## src/rtl/fpu_vec_sequencer.sv

```systemverilog
// Vector sequencer/checker for the FPU: fetches {A, B, op, expected} from a
// synchronous ROM, drives the FPU, waits LATENCY cycles and scores the result.
module fpu_vec_sequencer #(
  parameter int WIDTH        = 32,
  parameter int OPW          = 2,
  parameter int ADDR_W       = 4,
  parameter int NUM_VEC      = 16,
  parameter int LATENCY      = 1,
  parameter int TOL          = 0,
  parameter int STOP_ON_FAIL = 0,
  parameter int ERR_W        = 8
) (
  input  logic              clk,
  input  logic              rst_n,
  input  logic              start,
  output logic [ADDR_W-1:0] vec_addr,
  input  logic [WIDTH-1:0]  vec_a,
  input  logic [WIDTH-1:0]  vec_b,
  input  logic [OPW-1:0]    vec_op,
  input  logic [WIDTH-1:0]  vec_exp,
  output logic [WIDTH-1:0]  dut_a,
  output logic [WIDTH-1:0]  dut_b,
  output logic [OPW-1:0]    dut_op,
  input  logic [WIDTH-1:0]  dut_out,
  output logic              busy,
  output logic              done,
  output logic              pass,
  output logic [ERR_W-1:0]  err_count,
  output logic [ADDR_W-1:0] fail_idx,
  output logic              fail_valid
);

  localparam int CNT_W = (LATENCY < 2) ? 1 : $clog2(LATENCY + 1);
  localparam logic [ADDR_W-1:0] LAST_IDX = ADDR_W'(NUM_VEC - 1);
  localparam logic [WIDTH-1:0]  TOL_V    = WIDTH'(TOL);

  typedef enum logic [2:0] {
    S_IDLE, S_FETCH, S_APPLY, S_WAIT, S_CHECK, S_FIN
  } state_t;

  state_t            r_state;
  logic [ADDR_W-1:0] r_idx;
  logic [WIDTH-1:0]  r_a, r_b, r_exp;
  logic [OPW-1:0]    r_op;
  logic [CNT_W-1:0]  r_cnt;
  logic [ERR_W-1:0]  r_err;
  logic [ADDR_W-1:0] r_fidx;
  logic              r_fv, r_busy, r_done, r_pass;
  logic              r_fin_hold;

  logic              w_sign_eq;
  logic [WIDTH-2:0]  w_mag_o, w_mag_e, w_diff;
  logic              w_match;

  // Tolerance applies to the magnitude field only; any sign difference
  // (including +0 vs -0) is a mismatch.
  always_comb begin
    w_sign_eq = (dut_out[WIDTH-1] == r_exp[WIDTH-1]);
    w_mag_o   = dut_out[WIDTH-2:0];
    w_mag_e   = r_exp[WIDTH-2:0];
    w_diff    = (w_mag_o >= w_mag_e) ? (w_mag_o - w_mag_e) : (w_mag_e - w_mag_o);
    w_match   = (dut_out == r_exp) || (w_sign_eq && ({1'b0, w_diff} <= TOL_V));
  end

  always_ff @(posedge clk or negedge rst_n) begin
    if (!rst_n) begin
      r_state    <= S_IDLE;
      r_idx      <= '0;
      r_a        <= '0;
      r_b        <= '0;
      r_op       <= '0;
      r_exp      <= '0;
      r_cnt      <= '0;
      r_err      <= '0;
      r_fidx     <= '0;
      r_fv       <= 1'b0;
      r_busy     <= 1'b0;
      r_done     <= 1'b0;
      r_pass     <= 1'b0;
      r_fin_hold <= 1'b0;
    end else begin
      case (r_state)
        S_IDLE: begin
          // r_fin_hold masks start during the cycle in which done rises
          r_fin_hold <= 1'b0;
          if (start && !r_fin_hold) begin
            r_idx   <= '0;
            r_err   <= '0;
            r_fidx  <= '0;
            r_fv    <= 1'b0;
            r_done  <= 1'b0;
            r_pass  <= 1'b0;
            r_busy  <= 1'b1;
            r_state <= S_FETCH;
          end
        end
        S_FETCH: r_state <= S_APPLY;
        S_APPLY: begin
          r_a     <= vec_a;
          r_b     <= vec_b;
          r_op    <= vec_op;
          r_exp   <= vec_exp;
          r_cnt   <= CNT_W'(LATENCY);
          r_state <= S_WAIT;
        end
        S_WAIT: begin
          if (r_cnt == CNT_W'(1)) r_state <= S_CHECK;
          else                    r_cnt   <= r_cnt - CNT_W'(1);
        end
        S_CHECK: begin
          if (!w_match) begin
            if (!(&r_err)) r_err <= r_err + ERR_W'(1);
            if (!r_fv) begin
              r_fidx <= r_idx;
              r_fv   <= 1'b1;
            end
          end
          if ((r_idx == LAST_IDX) || (!w_match && (STOP_ON_FAIL != 0))) begin
            r_state <= S_FIN;
          end else begin
            r_idx   <= r_idx + ADDR_W'(1);
            r_state <= S_FETCH;
          end
        end
        S_FIN: begin
          r_busy     <= 1'b0;
          r_done     <= 1'b1;
          r_pass     <= (r_err == '0);
          r_fin_hold <= 1'b1;
          r_state    <= S_IDLE;
        end
        default: r_state <= S_IDLE;
      endcase
    end
  end

  assign vec_addr   = r_idx;
  assign dut_a      = r_a;
  assign dut_b      = r_b;
  assign dut_op     = r_op;
  assign busy       = r_busy;
  assign done       = r_done;
  assign pass       = r_pass;
  assign err_count  = r_err;
  assign fail_idx   = r_fidx;
  assign fail_valid = r_fv;

endmodule

```

## config.mk

```make
export PLATFORM = sky130hd
export DESIGN_NAME = fpu_vec_sequencer
export DESIGN_NICKNAME = d
export VERILOG_FILES = /design/src/rtl/fpu_vec_sequencer.sv
export SDC_FILE = /design/constraint.sdc
export NUM_CORES = 1
export LEC_CHECK = 0
export ABC_AREA = 1
export BUFFER_PORTS_ARGS = -buffer_cell sky130_fd_sc_hd__buf_2
export CAP_MARGIN = 20
export CORE_MARGIN = 5
export CORE_UTILIZATION = 56
export CTS_BUF_LIST = sky130_fd_sc_hd__clkbuf_4 sky130_fd_sc_hd__clkbuf_8 sky130_fd_sc_hd__clkbuf_16
export DETAILED_ROUTE_END_ITERATION = 7
export GPL_TIMING_DRIVEN = 0
export PLACE_DENSITY_LB_ADDON = 0.08
export SKIP_LAST_GASP = 1
export SYNTH_ARGS = -nofsm -noshare
export SYNTH_HDL_FRONTEND = slang
export SYNTH_SLANG_ARGS = --single-unit
```

## constraint.sdc

```tcl
create_clock -name clk -period 3 [get_ports clk]
set_clock_uncertainty 0.05 [all_clocks]
set_input_delay 0.6 -clock clk [delete_from_list [all_inputs] [get_ports clk]]
set_output_delay 0.6 -clock clk [all_outputs]
set_load 0.05 [all_outputs]
```

======== Word level (Yosys, flattened, before mapping) ========
Cells that the tools add are included.
storage, ports and cells
  word-level logic and storage cells ...... 76
  flip-flop bits (word level) ............. 123
  output and inout bits ................... 86
  input port bits ......................... 133
cells by class
  equal/unequal tests ..................... 14
  reductions and logical operators ........ 16
  add/sub/neg operators ................... 5
  magnitude comparators ................... 2
  muxes and demuxes ....................... 25
operator list
  cell                                                                    count
  31-bit subtractor                                                       2
  32-bit equality test                                                    1
  31-bit >= comparator                                                    1
  31-bit by 1-bit <= comparator with 1-bit output, second input constant  1
  31-bit 2-to-1 mux                                                       1
  8-bit 2-to-1 mux                                                        3
  4-bit 2-to-1 mux                                                        4
  4-bit case mux with 2 select lines                                      2
  8-bit case mux with 2 select lines                                      1
  3-bit case mux with 5 select lines                                      1
  2-bit inequality test, second input constant                            6
  1-bit case mux with 2 select lines                                      6
  3-bit 2-to-1 mux                                                        3
  8-bit by 1-bit adder with 8-bit output, second input constant           1
  8-bit logical NOT                                                       1
  4-bit AND reduction                                                     2
  8-bit AND reduction                                                     1
  3-bit by 2-bit equality test with 1-bit output, second input constant   2
  3-bit equality test, second input constant                              2
  3-bit AND reduction                                                     2
  2-bit nonzero test                                                      3
  4-bit by 1-bit adder with 4-bit output, second input constant           1
  4-bit equality test, second input constant                              1
  1-bit 2-to-1 mux                                                        4
  8 further kinds                                                         10

======== Depth between registers and ports, before layout ========
Gate-level depths: netlist (run 1).
  word-level depth ........................ 7
  gate-level depth with buffers ........... 26
  mapped depth without buffers ............ 25

======== Worst setup path before layout (run 1) ========
OpenSTA, ideal clock, no wires.
  path type ............................... input -> register
  start point ............................. in dut_out[0]
  end point ............................... reg r_err[5] (netlist: err_count[5])
  stages on the path ...................... 24
  slack ................................... 0.159 ns
  buffers on the path ..................... 1
  setup time .............................. 0.120 ns
  data required time ...................... 2.830 ns
  arrival ................................. 2.671 ns
  cells stage by stage .................... inv_1 -> ha_1 -> fa_1 -> inv_1 -> nand2_1 -> nand2_1 -> nand2_1 -> nand2_1 -> nand2_1 -> nand2_1 -> nand2_1 -> nand2_1 -> nand2_1 -> nand3_1 -> nand2_1 -> nor2_1 -> nand2_1 -> nor2_1 -> nand2_1 -> nand2_2 -> nand2_4 -> buf_6 -> nand3_1 -> nand2_1
on the way
  cells in the longest elaborated chain, start to end .. 7
  elaborated cells between the ends (all ways) .. 10
  those cells by class .................... add/sub: 2; order compare: 2; eq/ne: 2; mux: 1; reduce/logical: 3
ends and longest elaborated chain
  what                                                              line  text
  from (decl)                                                       24    input logic [WIDTH-1:0] dut_out,
  31-bit subtractor / 31-bit >= comparator (equally long branches)  61    w_diff = (w_mag_o >= w_mag_e) ? (w_mag_o - w_mag_e) : (w_mag_e - w_mag_o);
  31-bit 2-to-1 mux                                                 61
  31-bit by 1-bit <= comparator with 1-bit output                   62    w_match = (dut_out == r_exp) || (w_sign_eq && ({1'b0, w_diff} <= TOL_V));
  1-bit logical AND                                                 62
  1-bit logical OR (*)                                              62
  2-bit inequality test (no source line) (*)                        -
  4-bit AND reduction (no source line) (*)                          -
  to (signal assigned)                                              112   if (!(&r_err)) r_err <= r_err + ERR_W'(1);
  to (decl)                                                         46    logic [ERR_W-1:0] r_err;
Mark *: on every way between the ends. The rest lies on a longest branch, timed or not.
A chain may end at the register's enable or synchronous reset.

======== Worst setup path in the final report (run 1) ========
  start point ............................. reg r_exp[0]
  end point ............................... reg r_fidx[1] (netlist: fail_idx[1])
on the way
  cells in the longest elaborated chain, start to end .. 7
  elaborated cells between the ends (all ways) .. 10
  those cells by class .................... add/sub: 2; order compare: 2; eq/ne: 2; mux: 1; reduce/logical: 3
ends and longest elaborated chain
  what                                                              line  text
  from (decl)                                                       43    logic [WIDTH-1:0] r_a, r_b, r_exp;
  from (signal assigned)                                            102   r_exp <= vec_exp;
  31-bit subtractor / 31-bit >= comparator (equally long branches)  61
  31-bit 2-to-1 mux                                                 61
  31-bit by 1-bit <= comparator with 1-bit output                   62
  1-bit logical AND                                                 62
  1-bit logical OR (*)                                              62
  2-bit inequality test (no source line) (*)                        -
  4-bit AND reduction (no source line) (*)                          -
  to (signal assigned)                                              114   r_fidx <= r_idx;
  to (decl)                                                         47    logic [ADDR_W-1:0] r_fidx;
Marked as above.

==> flow_summary_export.csv, run 1 <==
group,metric,value,unit
sta,worst_slack,0.0394,ns
worst_setup_path,worstSetupStartpointType,"register",
worst_setup_path,worstSetupPathDepth,22,
routing,count_of_vias_placed_by_the_detailed_router,10300,
clock_tree,clock_latency,0.42,ns
worst_setup_path,rr_worst_depth,22,
sta,worst-slew-pin-transition,1.01,ns
floorplanning,die_area,20200,sq um
cells_and_area,layout.cells.most_common_list,"sky130_fd_sc_hd__nand2_1, sky130_fd_sc_hd__inv_1, sky130_fd_sc_hd__buf_2, sky130_fd_sc_hd__dfrtp_1, sky130_fd_sc_hd__nor2_1",
synth,flop_and_latch_count_out_of_synthesis,123,
sta,finalSetupTns,0,ns
job,drv_cap,0,
global_routing,antenna_found_initial,9,
worst_setup_path,critical_path.endpoint_type,"register",
cells_and_area,layout.filler_cells,1390,
synth,mappedNetlistNets,1669,
routing,drtPass1Iterations,5,
power,powerDensity,1220,nW/um^2
clock_tree,htreeDepth,4,
worst_setup_path,crit_arrival,3.21,ns
routing,initialDrtViolationCount,787,
floorplanning,die_y,142,um
synth,ys_types,39,
floorplanning,rows,48,
place,globalplace.congestion,0.980,
global_routing,grt_pass1_wl,48800,um
sta,hold_viol_final,0,
worst_setup_path,cp.buffers_inverters,3,
routing,postRouteWirelength,32000,um
synth,synth.avg_cell_area,6.63,sq um
global_routing,grt_pass1_vias,9944,
sta,timing.max_slew.rel_slack,32.5,%
routing,drc,0,
worst_setup_path,slowest_delay,0.42,ns
sta,post-route-period-util,98.7,%
clock_tree,cts.sinks,123,
sta,finalSetupViolCount,0,
synth,syn-instance-count,1470,
clock_tree,ctsRootBufferMaster,"sky130_fd_sc_hd__clkbuf_16",
cells_and_area,final_common_cell,"sky130_fd_sc_hd__nand2_1",
global_routing,grt.overflow.total,0,
worst_setup_path,critPathMostFrequentCell,"sky130_fd_sc_hd__nand2_1",
cells_and_area,area.growth.synth_to_final,31.3,%
cells_and_area,nets,1928,
worst_setup_path,path_class,"reg2reg",
clock_tree,tritoncts,"built",
power,power.static_leakage,0.00718,uW
sta,clock.fmax,338,MHz
power,vdd_drop_max,1010,uV
floorplanning,initial_core_utilization,56.8,%
synth,yosysWarnings,0,
worst_setup_path,cp_slowest_cell,"sky130_fd_sc_hd__dfrtp_1",
worst_setup_path,critical_path_peak_fanout,8,
worst_setup_path,timing.critical_path.required,3.25,ns
synth,synth_enable_flop_cells,0,
hold_path,worst_hold_path_type,"in2async",
clock_tree,cts-hold-fix-buffers,0,
synth,ys.flop_type,"sky130_fd_sc_hd__dfrtp_1",
floorplanning,design.portCount,219,
worst_setup_path,critical_path.top_delay_family,"simple AND/OR/NAND/NOR gates",
place,dp_hpwl,25000,um
routing,wl_per_cell,16.2,um
synth,ys_async_sr_fraction,100,%
synth,synth.cell_area,9750,sq um
status,run_status,"finished, final reports clean",
floorplanning,die_w,142,um
sta,timing_max_transition_violations_final,0,
cells_and_area,finish.utilization,74.5,%
routing,route.antenna.remaining_nets,0,
global_routing,total_track_usage,30.5,%
clock_tree,clock_transition_time_at_the_flip_flop_clock_pins_of_the_worst_setup_and_hold_paths,0.06,ns
place,port_buffers,218,
cells_and_area,final_layout_size_suffix_gt1_share,28.4,%
sta,timing.final.crit_period,2.96,ns
worst_setup_path,path_cells,"ha_4 -> fa_2 -> inv_4 -> nand2_4 -> nand2_4 -> nand2_2 -> nand2_2 -> buf_4 -> nand2_1 -> nand4_1 -> nand2_1 -> nand2_1 -> nand2_1 -> nor2_1 -> nand3_1 -> nor2_1 -> nand2_1 -> nand2_2 -> nand2_4 -> clkbuf_16 -> nand3_1 -> nand2_1",
place,dpl_worst_slack,-0.523,ns
clock_tree,cts_buffer_depth,2,
clock_tree,number_of_cts_inserted_buffers,17,
cells_and_area,layout.cell_area.non_filler,12800,sq um
synth,post_synthesis_sequential_area_ratio,31.6,%
floorplanning,core_footprint,17200,sq um
routing,vias_per_cell,5.21,
sta,unrepaired_setup_endpoints_after_global_routing,"true",
place,place_area,11200,sq um
global_routing,pin_count_of_the_biggest_net_entering_global_routing,65,
registers in the layout, summed over array words and instances, names as in the netlist:
signal      count
err_count       8
r_cnt           1
dut_a          32
busy            1
r_exp          32
dut_b          32
r_fin_hold      1
pass            1
r_state         3
fail_valid      1
done            1
vec_addr        4
fail_idx        4
dut_op          2
path summary, 6_finish.rpt:
| check | startpoint | end | slack (ns) |
|---|---|---|---|
| worst min register to register | r_cnt$_DFFE_PN0P_ | r_cnt$_DFFE_PN0P_ | 0.42 |
| worst max register to register | r_exp[0]$_DFFE_PN0P_ | fail_idx[1]$_DFFE_PN0P_ | 0.04 |
| worst max-delay path | r_exp[0]$_DFFE_PN0P_ | fail_idx[1]$_DFFE_PN0P_ | 0.04 |
| max in group asynchronous | rst_n | dut_b[26]$_DFFE_PN0P_ | 2.09 |
| min in group clk | vec_a[19] | dut_a[19]$_DFFE_PN0P_ | 0.36 |
| worst min-delay path | rst_n | dut_a[16]$_DFFE_PN0P_ | 0.10 |
what timing repair did:
action                                  4_1_cts  5_1_grt
resized for setup                            15      189
gates cloned                                  0        2
setup buffers                                 1       18
endpoints found under the setup margin       13       13
pin swaps                                     1       35
kinds of logic after synthesis:
group	synth area share [%]
AND/OR/NAND/NOR	33.5
adder cells (fa/ha/maj)	8.62
buffers and inverters	12.0
flip-flops	31.6
XOR/XNOR	0.539
multiplexers	7.74
AO/OA/AOI/OAI	6.03
cells in the mapped netlist, drive strengths merged (3+ instances only):
library cell | count | area (sq um)
a21boi | 3 | 22.5
a21oi | 80 | 400
buf | 10 | 61.3
clkbuf | 12 | 45.0
clkinv | 3 | 11.3
dfrtp | 123 | 3080
ha | 64 | 801
inv | 280 | 1050
mux2 | 67 | 754
nand2 | 523 | 2000
nand3 | 99 | 500
nand4 | 21 | 138
nor2 | 135 | 552
nor3 | 9 | 45.0
o21ai | 16 | 80.1
o21bai | 6 | 45.0
xor2 | 6 | 52.6
where the power goes:
part / internal (uW) / total [uW] / switching, uW
sequential: 2420 / 2920 / 502
clock: 1350 / 2160 / 812
combinational: 3510 / 10500 / 7000
metrics by stage:
step	std cells	hold slack (ns)	power [uW]
2_1_floorplan	1470	0.254	9680
3_3_place_gp	1913	0.402	11900
3_5_place_dp	1914	0.418	12000
4_1_cts	1947	0.121	14300
5_1_grt	1972	0.141	16700
6_report	1974	0.104	15600
worst register-to-register path, stage by stage, from the launching register on:
cell and delay, ns:
sky130_fd_sc_hd__dfrtp_1 0.42, sky130_fd_sc_hd__ha_4 0.19, sky130_fd_sc_hd__fa_2 0.42, sky130_fd_sc_hd__inv_4 0.09, sky130_fd_sc_hd__nand2_4 0.05, sky130_fd_sc_hd__nand2_4 0.09
sky130_fd_sc_hd__nand2_2 0.07, sky130_fd_sc_hd__nand2_2 0.11, sky130_fd_sc_hd__buf_4 0.12, sky130_fd_sc_hd__nand2_1 0.06, sky130_fd_sc_hd__nand4_1 0.08, sky130_fd_sc_hd__nand2_1 0.06
sky130_fd_sc_hd__nand2_1 0.05, sky130_fd_sc_hd__nand2_1 0.06, sky130_fd_sc_hd__nor2_1 0.13, sky130_fd_sc_hd__nand3_1 0.08, sky130_fd_sc_hd__nor2_1 0.10, sky130_fd_sc_hd__nand2_1 0.07
sky130_fd_sc_hd__nand2_2 0.12, sky130_fd_sc_hd__nand2_4 0.12, sky130_fd_sc_hd__clkbuf_16 0.18, sky130_fd_sc_hd__nand3_1 0.06, sky130_fd_sc_hd__nand2_1 0.07
metal layers:
layer  global-route usage, %  up-vias  share of wire, %
met5                       0        -              0.13
met4                    10.9        8               2.9
met3                    8.60       82               8.3
met2                    52.4      392                51
met1                    36.9     4744                38
li1                        -     5066                 -
final cells by class:
class	instances	area, sq um	area share, %
Clock inverter	14	183	1.43
Tap cell	225	282	2.20
Timing Repair Buffer	240	1310	10.2
Sequential cell	123	3080	24.0
Multi-Input combinational cell	1042	6290	49.1
Inverter	283	1070	8.35
Antenna cell	7	17.5	0.137
Clock buffer	18	439	3.43
Buffer	22	139	1.08
(Power assumes the default switching activity.)
==> run 2: changes to the inputs <==
--- a/config.mk
+++ b/config.mk
@@ -9,11 +9,13 @@
 export BUFFER_PORTS_ARGS = -buffer_cell sky130_fd_sc_hd__buf_2
 export CAP_MARGIN = 20
 export CORE_MARGIN = 5
-export CORE_UTILIZATION = 56
-export CTS_BUF_LIST = sky130_fd_sc_hd__clkbuf_4 sky130_fd_sc_hd__clkbuf_8 sky130_fd_sc_hd__clkbuf_16
+export CORE_UTILIZATION = 57
+export CTS_BUF_LIST = sky130_fd_sc_hd__clkbuf_4 sky130_fd_sc_hd__clkbuf_8
+export CTS_CLUSTER_DIAMETER = 30
 export DETAILED_ROUTE_END_ITERATION = 7
 export GPL_TIMING_DRIVEN = 0
 export PLACE_DENSITY_LB_ADDON = 0.08
+export REMOVE_ABC_BUFFERS = 1
 export SKIP_LAST_GASP = 1
 export SYNTH_ARGS = -nofsm -noshare
 export SYNTH_HDL_FRONTEND = slang
==> flow_summary_export.csv, run 2 (synthesized netlist as in run 1, its figures left out) <==
group,metric,value,unit
global_routing,grt_pass1_vias,9653,
worst_setup_path,worstSetupStartpointType,"register",
cells_and_area,area.growth.synth_to_final,30.6,%
global_routing,antenna_found_initial,0,
place,dpl.cell_count,1888,
worst_setup_path,cp.buffers_inverters,3,
worst_setup_path,rr_worst_depth,21,
cells_and_area,final_layout_size_suffix_gt1_share,30.8,%
clock_tree,cts.sinks,123,
power,powerDensity,1190,nW/um^2
clock_tree,htreeDepth,4,
floorplanning,initial_core_utilization,58.4,%
routing,drt-met1-wl,12200,um
worst_setup_path,critical_path.top_delay_family,"simple AND/OR/NAND/NOR gates",
sta,clock.fmax,346,MHz
clock_tree,clock_latency,0.46,ns
routing,route.antenna.remaining_nets,0,
sta,post-route-period-util,96.4,%
worst_setup_path,cp_slowest_cell,"sky130_fd_sc_hd__dfrtp_1",
sta,worst-slew-pin-transition,1.12,ns
cells_and_area,final_common_cell,"sky130_fd_sc_hd__nand2_1",
routing,drtPass1Iterations,6,
worst_setup_path,crit-reg2reg-capture,"err_count[0]$_DFFE_PN0P_",
worst_setup_path,path_cells,"ha_4 -> buf_6 -> nand2_4 -> inv_4 -> nand2_2 -> nor3_4 -> nand4_4 -> nand3_4 -> buf_6 -> nand2_1 -> nand2_1 -> nand2_1 -> nor2_1 -> nand2_1 -> nor2_2 -> nand2_2 -> nand2_4 -> nand2_8 -> nand2_8 -> nand2_1 -> nand2_1",
hold_path,worstHoldEndpoint,"dut_op[1]$_DFFE_PN0P_",
cells_and_area,finish.utilization,76.2,%
hold_path,worst_hold_path_type,"in2reg",
sta,finalSetupViolCount,0,
worst_setup_path,critical_path_peak_fanout,8,
floorplanning,design.portCount,219,
sta,timing.final.crit_period,2.89,ns
cells_and_area,nets,1919,
floorplanning,core_footprint,16700,sq um
worst_setup_path,critPathMostFrequentCell,"sky130_fd_sc_hd__nand2_1",
clock_tree,clock_transition_time_at_the_flip_flop_clock_pins_of_the_worst_setup_and_hold_paths,0.09,ns
global_routing,pin_count_of_the_biggest_net_entering_global_routing,100,
floorplanning,die_area,19800,sq um
routing,postRouteWirelength,30700,um
cells_and_area,finalNonFillerCells,1955,
worst_setup_path,critical_path.endpoint_type,"register",
routing,dr_wl_met3,2630,um
clock_tree,number_of_cts_inserted_buffers,17,
floorplanning,die_y,141,um
clock_tree,ctsRootBufferMaster,"sky130_fd_sc_hd__clkbuf_8",
sta,timing_max_transition_violations_final,0,
routing,initialDrtViolationCount,757,
hold_path,holdPathStages,2,
place,port_buffers,218,
sta,finalSetupTns,0,ns
worst_setup_path,r2r-start,"r_exp[2]$_DFFE_PN0P_",
routing,dr.max_layer_used,"met4",
sta,timing.max_slew.rel_slack,24.9,%
floorplanning,rows,47,
place,globalplace.congestion,1.02,
worst_setup_path,path_class,"reg2reg",
global_routing,total_track_usage,29.6,%
sta,hold_slack,0.328,ns
hold_path,hold_start,"vec_op[1]",
power,power.static_leakage,0.00714,uW
worst_setup_path,timing.critical_path.required,3.34,ns
global_routing,grt_pass1_wl,47300,um
cells_and_area,layout.cells.most_common_list,"sky130_fd_sc_hd__nand2_1, sky130_fd_sc_hd__inv_1, sky130_fd_sc_hd__buf_2, sky130_fd_sc_hd__dfrtp_1, sky130_fd_sc_hd__nor2_1",
routing,met2WireLength,14800,um
sta,unrepaired_setup_endpoints_after_global_routing,"true",
worst_setup_path,crit_arrival,3.23,ns
status,run_status,"finished, final reports clean",
routing,count_of_vias_placed_by_the_detailed_router,10200,
worst_setup_path,worst-r2r-setup-slack,0.11,ns
routing,wl_per_cell,15.7,um
routing,drc,0,
global_routing,grt.overflow.total,0,
routing,vias_per_cell,5.20,
place,dp_hpwl,23600,um
floorplanning,die_w,141,um
worst_setup_path,slowest_delay,0.44,ns
sta,hold_viol_final,0,
job,drv_cap,0,
clock_tree,tritoncts,"built",
power,vdd_drop_max,903,uV
clock_tree,cts_buffer_depth,2,
-- run 2: changes by cell type in the layout (fill, tap and decap cells not counted), sizes merged, moves of 2 or more --
cell / previous run / this run
clkbuf: 31 / 18
clkinvlp: 1 / 3
diode: 7 / 2
buf: 249 / 251
-- run 2: layout make-up --
| type | instances | area [sq um] |
|---|---|---|
| multi-input cells | 1043 | 6480 |
| fillers | 1354 | 3970 |
| flip-flops and latches | 123 | 3080 |
| repair buffers | 252 | 1410 |
| inverters | 283 | 1070 |
| well taps | 220 | 275 |
| clock buffers | 18 | 248 |
| clock inverters | 14 | 160 |
| diodes | 2 | 5.00 |
-- run 2: routing by layer --
layer,GRT usage [%],up-vias
li1,-,5054
met2,49.8,446
met3,7.11,63
met5,0,-
met4,10.8,0
met1,37.2,4595
-- run 2: where the power goes --
| group | total (uW) | internal [uW] | switching [uW] |
|---|---|---|---|
| Clock | 1560 | 780 | 779 |
| Sequential | 2930 | 2410 | 515 |
| Combinational | 10700 | 3640 | 7020 |
-- run 2: stage by stage --
step           worst slack, ns  total power [uW]  cell area, sq um
6_report                 0.109             15100             12700
5_1_grt                -0.0881             16300             12700
4_1_cts                0.00146             13800             11700
3_5_place_dp            -0.688             11900             11100
3_3_place_gp             -1.60             11600             11000
2_1_floorplan           -0.534              9690              9650
-- run 2: worst max-delay path by stage --
stage / from / to / slack [ns] / depth (start not counted)
after global placement: r_state[1]$_DFFE_PN0P_ / dut_a[3]$_DFFE_PN0P_ / -1.60 / 4
after global routing: r_exp[2]$_DFFE_PN0P_ / err_count[4]$_DFFE_PN0P_ / -0.09 / 20
after detailed placement: dut_out[21] / err_count[0]$_DFFE_PN0P_ / -0.69 / 23
final: r_exp[2]$_DFFE_PN0P_ / err_count[0]$_DFFE_PN0P_ / 0.11 / 21
after CTS: r_exp[0]$_DFFE_PN0P_ / err_count[7]$_DFFE_PN0P_ / 0.001 / 23
after floorplan: r_state[1]$_DFFE_PN0P_ / dut_a[0]$_DFFE_PN0P_ / -0.53 / 4
-- run 2: repair_timing --
item                                   CTS  global route
gates cloned                             0             1
resized for setup                       51           189
endpoints found under the hold margin   24             0
setup buffers                            3            28
pin swaps                                2            53
setup endpoints to repair               13            13
hold buffers                             1             0
==> run 3: changes to the inputs <==
--- a/config.mk
+++ b/config.mk
@@ -13,10 +13,10 @@
 export CTS_BUF_LIST = sky130_fd_sc_hd__clkbuf_4 sky130_fd_sc_hd__clkbuf_8
 export CTS_CLUSTER_DIAMETER = 30
 export DETAILED_ROUTE_END_ITERATION = 7
+export GPL_ROUTABILITY_DRIVEN = 0
 export GPL_TIMING_DRIVEN = 0
 export PLACE_DENSITY_LB_ADDON = 0.08
 export REMOVE_ABC_BUFFERS = 1
-export SKIP_LAST_GASP = 1
 export SYNTH_ARGS = -nofsm -noshare
 export SYNTH_HDL_FRONTEND = slang
 export SYNTH_SLANG_ARGS = --single-unit
==> constraint.sdc (replaced) <==
create_clock -name clk -period 2.74 [get_ports clk]
set_clock_uncertainty 0.05 [all_clocks]
set_input_delay 0.548 -clock clk [delete_from_list [all_inputs] [get_ports clk]]
set_output_delay 0.548 -clock clk [all_outputs]
set_load 0.05 [all_outputs]
==> flow_summary_export.csv, run 3 (synthesized netlist as in run 1, its figures left out) <==
group,metric,value,unit
clock_tree,clock_transition_time_at_the_flip_flop_clock_pins_of_the_worst_setup_and_hold_paths,0.09,ns
routing,drtPass1Iterations,8,
sta,finalSetupTns,-2.24,ns
routing,wl_per_cell,15.9,um
status,run_status,"finished, violations left",
worst_setup_path,crit_arrival,3.25,ns
routing,postRouteWirelength,31300,um
cells_and_area,final_layout_size_suffix_gt1_share,32.3,%
sta,worst_slack,-0.191,ns
power,powerDensity,1310,nW/um^2
worst_setup_path,critical_path.endpoint_type,"register",
sta,post-route-period-util,107,%
sta,clock.fmax,341,MHz
clock_tree,cts_buffer_depth,2,
place,dp_hpwl,23100,um
routing,met2WireLength,15400,um
place,port_buffers,218,
floorplanning,die_y,141,um
clock_tree,htreeDepth,4,
routing,route.antenna.remaining_nets,0,
routing,count_of_vias_placed_by_the_detailed_router,10500,
global_routing,grt_pass1_wl,48900,um
job,drv_cap,0,
routing,dr.max_layer_used,"met5",
hold_path,worst_hold_path_type,"in2reg",
sta,worst-slew-pin-transition,1.10,ns
power,power.static_leakage,0.00725,uW
clock_tree,ctsRootBufferMaster,"sky130_fd_sc_hd__clkbuf_8",
sta,timing_max_transition_violations_final,0,
clock_tree,number_of_cts_inserted_buffers,17,
sta,timing.final.crit_period,2.93,ns
routing,dr_wl_met3,2650,um
sta,finalSetupViolCount,13,
global_routing,antenna_found_initial,2,
cells_and_area,nets,1937,
worst_setup_path,critical_path_peak_fanout,8,
floorplanning,core_footprint,16700,sq um
floorplanning,die_w,141,um
cells_and_area,layout.filler_cells,1272,
floorplanning,initial_core_utilization,58.4,%
sta,hold_viol_final,0,
routing,drc,4,
sta,timing.max_slew.rel_slack,26.6,%
power,power,16900,uW
global_routing,total_track_usage,30.4,%
clock_tree,cts.sinks,123,
power,vdd_drop_max,1170,uV
cells_and_area,finish.utilization,77.3,%
clock_tree,clock_latency,0.45,ns
floorplanning,rows,47,
routing,drt-met1-wl,11800,um
worst_setup_path,worstSetupStartpointType,"register",
global_routing,grt.overflow.total,0,
cells_and_area,antenna-diode-count,0,
global_routing,grt_pass1_vias,10200,
floorplanning,design.portCount,219,
cells_and_area,final_common_cell,"sky130_fd_sc_hd__nand2_1",
place,dpl_worst_slack,-0.935,ns
sta,unrepaired_setup_endpoints_after_global_routing,"true",
routing,initialDrtViolationCount,946,
status,failed_checks,"DRC, setup timing",
worst_setup_path,timing.critical_path.required,3.06,ns
global_routing,pin_count_of_the_biggest_net_entering_global_routing,100,
worst_setup_path,path_class,"reg2reg",
cells_and_area,area.growth.synth_to_final,32.3,%
floorplanning,die_area,19800,sq um
clock_tree,tritoncts,"built",
cells_and_area,layout.cells.most_common_list,"sky130_fd_sc_hd__nand2_1, sky130_fd_sc_hd__inv_1, sky130_fd_sc_hd__buf_2, sky130_fd_sc_hd__dfrtp_1, sky130_fd_sc_hd__nor2_1",
routing,vias_per_cell,5.32,
[run 3: repair_timing]
item | CTS | global route
setup buffers | 21 | 27
hold endpoints to repair | 24 | 0
gates resized for setup | 124 | 126
cloned | 2 | 0
endpoints found under the setup margin | 13 | 13
hold buffers | 1 | 0
pin swaps | 15 | 52
[run 3: per-layer routing]
metal	up-vias	GRT usage, %
met5	-	0
met4	4	12.7
met3	115	7.79
met2	523	53.0
met1	4760	35.4
li1	5088	-
[run 3: path summary, 6_finish.rpt]
| kind | end | slack [ns] | startpoint | cells after the start |
|---|---|---|---|---|
| setup reg to reg | err_count[6]$_DFFE_PN0P_ | -0.19 | r_exp[0]$_DFFE_PN0P_ | 22 |
| setup / recovery | err_count[6]$_DFFE_PN0P_ | -0.19 | r_exp[0]$_DFFE_PN0P_ | 22 |
| min in group asynchronous | r_exp[30]$_DFFE_PN0P_ | 0.48 | rst_n | 2 |
| max in group asynchronous | err_count[6]$_DFFE_PN0P_ | 1.38 | rst_n | 3 |
| hold / removal | dut_a[27]$_DFFE_PN0P_ | 0.27 | vec_a[27] | 2 |
| hold reg to reg | r_cnt$_DFFE_PN0P_ | 0.43 | r_cnt$_DFFE_PN0P_ | 2 |
[run 3: stage by stage]
stage | hold WS [ns] | instances | instance area (sq um)
after global placement | 0.392 | 1886 | 11000
after CTS | 0.241 | 1944 | 12300
after floorplan | 0.202 | 1448 | 9650
after detailed placement | 0.388 | 1888 | 11100
after global routing | 0.243 | 1971 | 12900
final | 0.272 | 1971 | 12900
[run 3: area by class of cell]
cell class | instances | area, sq um | share of cell area [%]
inverter | 283 | 1070 | 8.29
multi-input combinational | 1044 | 6530 | 50.6
clock inverter | 15 | 176 | 1.37
timing repair buffer | 269 | 1540 | 11.9
sequential | 123 | 3080 | 23.9
clock buffer | 17 | 234 | 1.81
tap | 220 | 275 | 2.13
[run 3: power breakdown]
group | total, uW | switching, uW | internal [uW]
logic | 12000 | 7820 | 4150
clock network | 1740 | 896 | 841
registers | 3210 | 565 | 2640
total | 16900 | 9280 | 7630
[run 3: critical path: stages (launching register included)]
cell and delay (ns):
sky130_fd_sc_hd__dfrtp_1 0.41, sky130_fd_sc_hd__ha_2 0.20, sky130_fd_sc_hd__fa_2 0.37, sky130_fd_sc_hd__inv_4 0.09, sky130_fd_sc_hd__buf_4 0.11, sky130_fd_sc_hd__nand3_1 0.09
sky130_fd_sc_hd__nand3_2 0.10, sky130_fd_sc_hd__inv_2 0.04, sky130_fd_sc_hd__nand2_1 0.05, sky130_fd_sc_hd__nand2_1 0.06, sky130_fd_sc_hd__nor2_1 0.22, sky130_fd_sc_hd__nand2_1 0.10
sky130_fd_sc_hd__nor2_1 0.10, sky130_fd_sc_hd__nand2_1 0.06, sky130_fd_sc_hd__nand2_1 0.08, sky130_fd_sc_hd__nand2_1 0.05, sky130_fd_sc_hd__nor2_1 0.10, sky130_fd_sc_hd__nand2_1 0.09
sky130_fd_sc_hd__nand2_4 0.13, sky130_fd_sc_hd__nand2_8 0.10, sky130_fd_sc_hd__nand2_8 0.13, sky130_fd_sc_hd__nand2_4 0.06, sky130_fd_sc_hd__nand2_2 0.06
